`config.mk`:
```
export PLATFORM = sky130hd
export DESIGN_NAME = debounce_tick_array
export DESIGN_NICKNAME = d
export VERILOG_FILES = /design/src/rtl/debounce_tick_array.sv
export SDC_FILE = /design/constraint.sdc
export NUM_CORES = 1
export LEC_CHECK = 0
export BUFFER_PORTS_ARGS = -buffer_cell sky130_fd_sc_hd__buf_2
export CORE_MARGIN = 1.5
export CORE_UTILIZATION = 51
export DETAILED_ROUTE_END_ITERATION = 8
export PLACE_DENSITY_LB_ADDON = 0.25
export SLEW_MARGIN = 20
export SYNTH_ARGS = -nofsm -noshare
export SYNTH_HDL_FRONTEND = slang
export SYNTH_SLANG_ARGS = --single-unit
```
`constraint.sdc`:
```
create_clock -name clkr -period 2.3 [get_ports clkr]
set_clock_uncertainty 0.05 [all_clocks]
set_input_delay 0.23 -clock clkr [delete_from_list [all_inputs] [get_ports clkr]]
set_output_delay 0.23 -clock clkr [all_outputs]
set_load 0.02 [all_outputs]
```
`src/rtl/debounce_tick_array.sv`:
```
// debounce_tick_array: multi-channel push-button conditioner.
// Each channel has a 2-flop synchroniser and a stability debounce that drives
// the debounced level stater. It also has a one-cycle tick on press or on
// release, and an optional hold-to-auto-repeat FSM for press mode.
// The per-channel repeat FSM state is visible as g_ch[i].rstate.
module debounce_tick_array #(
   parameter int N_CH            = 5,
   parameter int CNT_W           = 20,
   parameter int DEB_CYCLES      = 4,
   parameter int TICK_ON_RELEASE = 1,
   parameter int REPEAT_EN       = 0,
   parameter int HOLD_CYCLES     = 500000,
   parameter int REPEAT_CYCLES   = 100000
) (
   input  logic            clkr,
   input  logic            rstr_n,
   input  logic [N_CH-1:0] levelr,
   input  logic            en,
   output logic [N_CH-1:0] tickr,
   output logic [N_CH-1:0] stater,
   output logic [N_CH-1:0] holdr
);

   // Auto-repeat only makes sense when ticking on the press edge.
   localparam bit RPT = (REPEAT_EN != 0) && (TICK_ON_RELEASE == 0);
   // Level of the debounced transition that produces a plain tick.
   localparam logic TICK_LEVEL = (TICK_ON_RELEASE == 0);

   localparam logic [CNT_W-1:0] DEB_LAST    = CNT_W'(DEB_CYCLES - 1);
   localparam logic [CNT_W-1:0] HOLD_LAST   = CNT_W'(HOLD_CYCLES - 1);
   localparam logic [CNT_W-1:0] REPEAT_LAST = CNT_W'(REPEAT_CYCLES - 1);

   if (DEB_CYCLES < 1 || DEB_CYCLES >= (1 << CNT_W) ||
       HOLD_CYCLES < 1 || HOLD_CYCLES >= (1 << CNT_W) ||
       REPEAT_CYCLES < 1 || REPEAT_CYCLES >= (1 << CNT_W)) begin : g_param_chk
      $error("debounce_tick_array: cycle parameter out of range for CNT_W");
   end

   typedef enum logic [1:0] {
      RELEASED  = 2'd0,
      PRESSED   = 2'd1,
      REPEATING = 2'd2
   } rstate_t;

   logic [N_CH-1:0] s1;
   logic [N_CH-1:0] s2;

   // Two-flop synchroniser; only s2 is used by the rest of the logic.
   always_ff @(posedge clkr or negedge rstr_n) begin
      if (!rstr_n) begin
         s1 <= '0;
         s2 <= '0;
      end else begin
         s1 <= levelr;
         s2 <= s1;
      end
   end

   for (genvar i = 0; i < N_CH; i++) begin : g_ch
      logic [CNT_W-1:0] dcnt;
      logic             st_q;
      logic             mism;
      logic             accept;
      logic             st_nxt;
      rstate_t          rstate;
      rstate_t          rstate_nxt;
      logic [CNT_W-1:0] rcnt;
      logic [CNT_W-1:0] rcnt_nxt;
      logic             tick_q;
      logic             tick_nxt;

      assign mism   = s2[i] ^ st_q;
      assign accept = mism && (dcnt == DEB_LAST);
      // Debounced level as it will be after this edge. The FSM uses it so
      // that a release wins over a repeat tick due on the same edge.
      assign st_nxt = accept ? s2[i] : st_q;

      // Stability counter: any cycle where the synchronised level matches the
      // debounced level restarts the count.
      always_ff @(posedge clkr or negedge rstr_n) begin
         if (!rstr_n) begin
            dcnt <= '0;
            st_q <= 1'b0;
         end else if (!mism) begin
            dcnt <= '0;
         end else if (accept) begin
            dcnt <= '0;
            st_q <= s2[i];
         end else begin
            dcnt <= dcnt + 1'b1;
         end
      end

      // Tick generation and the hold/repeat FSM: next state, counter and tick.
      always_comb begin
         rstate_nxt = rstate;
         rcnt_nxt   = rcnt;
         tick_nxt   = 1'b0;
         if (!RPT) begin
            rstate_nxt = RELEASED;
            rcnt_nxt   = '0;
            tick_nxt   = accept && (s2[i] == TICK_LEVEL);
         end else if (!st_nxt) begin
            rstate_nxt = RELEASED;
            rcnt_nxt   = '0;
         end else begin
            case (rstate)
               RELEASED: begin
                  tick_nxt   = accept;
                  rcnt_nxt   = '0;
                  rstate_nxt = PRESSED;
               end
               PRESSED: begin
                  if (!en) begin
                     rcnt_nxt = '0;
                  end else if (rcnt == HOLD_LAST) begin
                     tick_nxt   = 1'b1;
                     rcnt_nxt   = '0;
                     rstate_nxt = REPEATING;
                  end else begin
                     rcnt_nxt = rcnt + 1'b1;
                  end
               end
               REPEATING: begin
                  if (!en) begin
                     rcnt_nxt = '0;
                  end else if (rcnt == REPEAT_LAST) begin
                     tick_nxt = 1'b1;
                     rcnt_nxt = '0;
                  end else begin
                     rcnt_nxt = rcnt + 1'b1;
                  end
               end
               default: begin
                  rstate_nxt = RELEASED;
                  rcnt_nxt   = '0;
               end
            endcase
         end
         tick_nxt = tick_nxt && en;
      end

      // FSM state, repeat counter and registered tick.
      always_ff @(posedge clkr or negedge rstr_n) begin
         if (!rstr_n) begin
            rstate <= RELEASED;
            rcnt   <= '0;
            tick_q <= 1'b0;
         end else begin
            rstate <= rstate_nxt;
            rcnt   <= rcnt_nxt;
            tick_q <= tick_nxt;
         end
      end

      assign stater[i] = st_q;
      assign tickr[i]  = tick_q;
      assign holdr[i]  = (rstate == REPEATING);
   end

endmodule

```
# Yosys cells after proc, flatten, opt, wreduce, memory -nomap -nowiden
# Index checks and enable logic that the tools add are counted.
[totals] in_bits=8 mem_bits_rw=0 elab_cells=67 mem_count=0 rom_bits=0 latch_bits=0 ff_bits=120 output_inout_bits=15
[op_classes] div_mod_pow=0 n_addsub=5 shifts=0 magnitude_cmp=0 eq_ne=5 mul=0 reduce_logical=20 n_mux=10 bitwise=10
[op_table] operator="$mux W20" count=10
[op_table] operator="$add A20 B1 Y20 const B" count=5
[op_table] operator="$eq A20 B2 Y1 const B" count=5
[op_table] operator="$logic_and A1 B1 Y1" count=15
[op_table] operator="$reduce_and A2 Y1" count=5
[op_table] operator="$not A1 Y1" count=5
[op_table] operator="$xor A1 B1 Y1" count=5

# Depth between registers and ports, before layout
[logic_depth] depth_word=4 mapped_depth=6 depth_no_buf=5

# Worst setup path after synthesis
# No wires, ideal clock.
[synth_path] path_kind="reg2reg" start="register g_ch[3].dcnt[0]" end="register g_ch[3].dcnt[18]" setup_time_ns=0.081 t_arrival_ns=1.811 period_less_slack_ns=1.942 n_path_buf=1 setup_slack_ns=0.358 required_ns=2.169 path_stages_with_launch=7 cell_sequence="dfrtp_1 -> ha_1 -> nand4_1 -> or3_1 -> clkbuf_1 -> or4_1 -> a21oi_1"
[synth_between] elab_chain_len=4 elab_cells_between_ends=5 classes_between="add/sub: 1; eq/ne: 1; mux: 2; reduce/logical: 1"
[synth_lines] element="start, declared" line_no="60" rtl="logic [CNT_W-1:0] dcnt;"
[synth_lines] element="start signal, assigned" line_no="90" rtl="dcnt <= dcnt + 1'b1;"
[synth_lines] element="parallel branches: the longest is 2 deep, another holds $add A20 B1 Y20"
[synth_lines] element="$mux W20 (*)" line_no="86" rtl="end else if (accept) begin"
[synth_lines] element="$mux W20 (*)" line_no="84" rtl="end else if (!mism) begin"
# Mark *: on every way between the ends.
# A chain may end at the register's enable or synchronous reset.

# Worst setup path in the final report
[layout_path] start="register g_ch[4].dcnt[0]" end="register g_ch[4].dcnt[18]"
[layout_between] elab_chain_len=4 elab_cells_between_ends=5 classes_between="add/sub: 1; eq/ne: 1; mux: 2; reduce/logical: 1"
[layout_lines] element="start, declared" line_no="60"
[layout_lines] element="start signal, assigned" line_no="90"
[layout_lines] element="parallel branches: the longest is 2 deep, another holds $add A20 B1 Y20"
[layout_lines] element="$mux W20 (*)" line_no="86"
[layout_lines] element="$mux W20 (*)" line_no="84"
# Marked as above.

==> metrics.md <==
| Metric | Value |
|---|---|
| Via count | `between 4,000 and 5,000` |
| # DRC | `0` |
| Post-route antenna net violation count | `0` |
| Number of global-route vias before repair | `4,074` |
| CP max FO | `6` |
| WL/cell | `14.24 µm` |
| Worst-skew pair later-pin latency | `420 ps` |
| ANT cells | `0` |
| Die area | `0.01199 mm²` |
| Number of flops mapped to enable cells by yosys | `0` |
| Top cells by count, synth | `120 x dfrtp_1, 103 x nor2_1, 54 x xnor2_1` |
| # IOs | `23` |
| Post-CTS setup buffers | `0` |
| DP Wirelength | `7638 µm` |
| Async SR Flop Fraction | `100.0%` |
| Initial core utilization | `52.88%` |
| Initial DRT Pass Iterations | `4` |
| Post-synth top area cell | `dfrtp_1` |
| R2R depth | `5` |
| Post-cts repair resize count | `0` |
| Hold Vio Cnt, Final | `0` |
| R2R Path Start | `g_ch[4].dcnt[0]` |
| First-pass GRT wire length | `18,490 µm` |
| Top-count cell post-synth | `dfrtp_1` |
| Most common flop cell mapped by yosys | `dfrtp_1` |
| Nets | `637` |
| PwrDens | `approximately 930 mW/mm²` |
| WHS Endpoint | `g_ch[3].tick_q` |
| Mapped Area | `0.005783 mm²` |
| Synth Area in Adders | `1.082%` |
| R2R setup slack | `240 ps` |
| Root Driver | `clkbuf_16` |
| HP Start | `en` |
| Worst slew margin | `between 50% and 60%` |
| Vias per std cell | `roughly 5.6` |
| Final min period | `2064 ps` |
| Share of cells above drive strength 1 | `11.34%` |
| Register area share after synthesis | `between 50% and 60%` |
| Htree depth | `4` |
| Area occupied by multi-input gates | `0.002566 mm²` |
| Post-Route WL | `11,040 µm` |
| CTS tree | `done` |
| Achievable frequency | `484.5 MHz` |
| XOR/XNOR Fraction of Synth Area | `between 10% and 20%` |
| Mean Syn Cell Area | `9.769 µm²` |
| RSZ-0062 raised after global routing | `false` |
| CTS Hold Bufs | `6` |
| Core area | `0.01094 mm²` |
| Die width | `109.5 µm` |
| Pleak | `2.815 nW` |
| Worst endpoint required time | `2590 ps` |
| Register bit count reported by yosys | `120` |
| TritonCTS Sinks | `120` |
| Setup Viol. Count Final | `0` |
| Least-Margin Pin Slew | `717.4 ps` |
| Worst Setup Path Type | `flop to flop` |
| Compound-Gate Fraction of Synth Area | `under 10%` |
| Ys Warns | `0` |
| Main combinational cell family by area after synthesis | `simple AND/OR/NAND/NOR gates` |
| Hold/Removal Path Class | `input port to flop` |
| GRT overflow | `0` |
| Setup Total Neg Slack | `0 ps` |
| Fill cells | `881` |
| WHS Path Cells | `2` |
| Largest net degree at the start of global routing | `52` |
| Total power | `6.287 mW` |
| Register area | `0.003003 mm²` |
| Fin. max-slew vios | `0` |
| Worst VDD drop | `~650 µV` |
| Crit path capture type | `flop` |
| Post-synthesis mux area share | `between 1 and 1.5%` |
| Status | `completed` |
| Setup crit start kind | `flop` |
| IO buf count | `17` |
| Die Y | `approximately 110 µm` |
| Post-synth cell types | `40` |
| Critical R2R Capture | `g_ch[4].dcnt[18]` |
| Final critical-path share of the clock period | `between 80% and 90%` |
| DR iter-0 viols | `232` |
| Area share of the leading cell type in the synthesized netlist | `about half` |
| Row Count | `38` |
| Area growth from synthesis to layout | `16.29%` |
| Tot GR Track Use | `20.12%` |
| Max-Cap Viols | `0` |
| Arr. time, crit path | `about 2400 ps` |
| Top cells by area, synth | `dfrtp_1 52%, xnor2_1 8.2%, nor2_1 6.7%` |
| Synth Area in Simple Gates | `26.09%` |
| Gp weighted congestion | `0.8738` |
| Post-Syn Instances | `592` |
| CTS clk-pin slew, worst paths | `60 ps` |
| Initial antenna violation count | `0` |
| Num CTS Buffers | `17` |
| CTS max path bufs | `2` |
==> final cells by class <==
cell class / instances / area share [%]
Timing Repair Buffer: 37 / 3.944
Clock inverter: 8 / 2.493
Sequential cell: 120 / 44.65
Clock buffer: 22 / 7.200
Multi-Input combinational cell: 431 / 38.16
Tap cell: 140 / 2.605
Inverter: 17 / 0.9488
==> worst max-delay path by stage <==
stage	from	depth (start not counted)	to	slack (ps)
floorplan	g_ch[3].dcnt[0]	6	g_ch[3].dcnt[18]	360
global placement	g_ch[4].dcnt[0]	5	g_ch[4].dcnt[14]	310
detailed placement	g_ch[4].dcnt[0]	5	g_ch[4].dcnt[18]	220
global route	g_ch[4].dcnt[0]	5	g_ch[4].dcnt[14]	100
finish	g_ch[4].dcnt[0]	5	g_ch[4].dcnt[18]	240
CTS	g_ch[4].dcnt[0]	5	g_ch[4].dcnt[18]	230
==> sequential cells by signal (all words and copies together), names as in the netlist <==
register and flops:
s2 5, g_ch.st_q 5, s1 5, g_ch.dcnt 100
g_ch.tick_q 5
==> where the power goes <==
part	internal [mW]	switching, mW	total (mW)
registers	2.27	0.155	2.43
clock network	2.02	0.892	2.91
logic	0.347	0.604	0.951
==> cell families after synthesis <==
| kind of cell | after synthesis |
|---|---|
| AO/OA/AOI/OAI | 45 |
| XOR/XNOR | 73 |
| adder cells (fa/ha/maj) | 5 |
| buffers and inverters | 45 |
| flip-flops | 120 |
| multiplexers | 7 |
| other | 1 |
| AND/OR/NAND/NOR | 296 |
==> worst max-delay path, cell delays in order (launching register included) <==
cell and delay [ps]:
dfrtp_1 370, ha_1 250, nand3_1 140, or4_1 640
or3_1 390, a21oi_1 140
==> metal layers <==
layer	GRT usage, %	share of wire [%]	vias to the layer above
met3	6.698	3.9	18
met2	31.41	47	80
met5	0	0	-
li1	-	-	2126
met4	8.071	1.5	0
met1	25.83	47	2124
==> cell usage in the layout, fill, tap and decap left out, drive strengths merged, types with 5 or more instances in the layout <==
cell,instances
a21oi,14
buf,31
bufinv,5
clkbuf,22
conb,5
dfrtp,120
dlygate4sd3,6
ha,5
inv,17
mux2,5
nand2,36
nand3,33
nand4,27
nor2,103
nor3,21
nor4,38
o21ai,19
or3,10
or4,7
xnor2,54
xor2,19
==> per-stage QoR <==
| stage | instance area (µm²) | worst slack, ps | instances | util [%] | hold slack [ps] |
|---|---|---|---|---|---|
| final | 6725 | 235.9 | 775 | 61.50 | 146.8 |
| after detailed placement | 6013 | 224.9 | 739 | 54.99 | 182.7 |
| after CTS | 6725 | 233.5 | 775 | 61.50 | 145.9 |
| after floorplan | 5798 | 358.2 | 596 | - | -115.6 |
| after global placement | 6013 | 313.5 | 739 | 54.99 | 178.4 |
| after global routing | 6725 | 103.0 | 775 | 61.50 | 140.1 |
No activity file was read; power rests on OpenSTA's default activity.
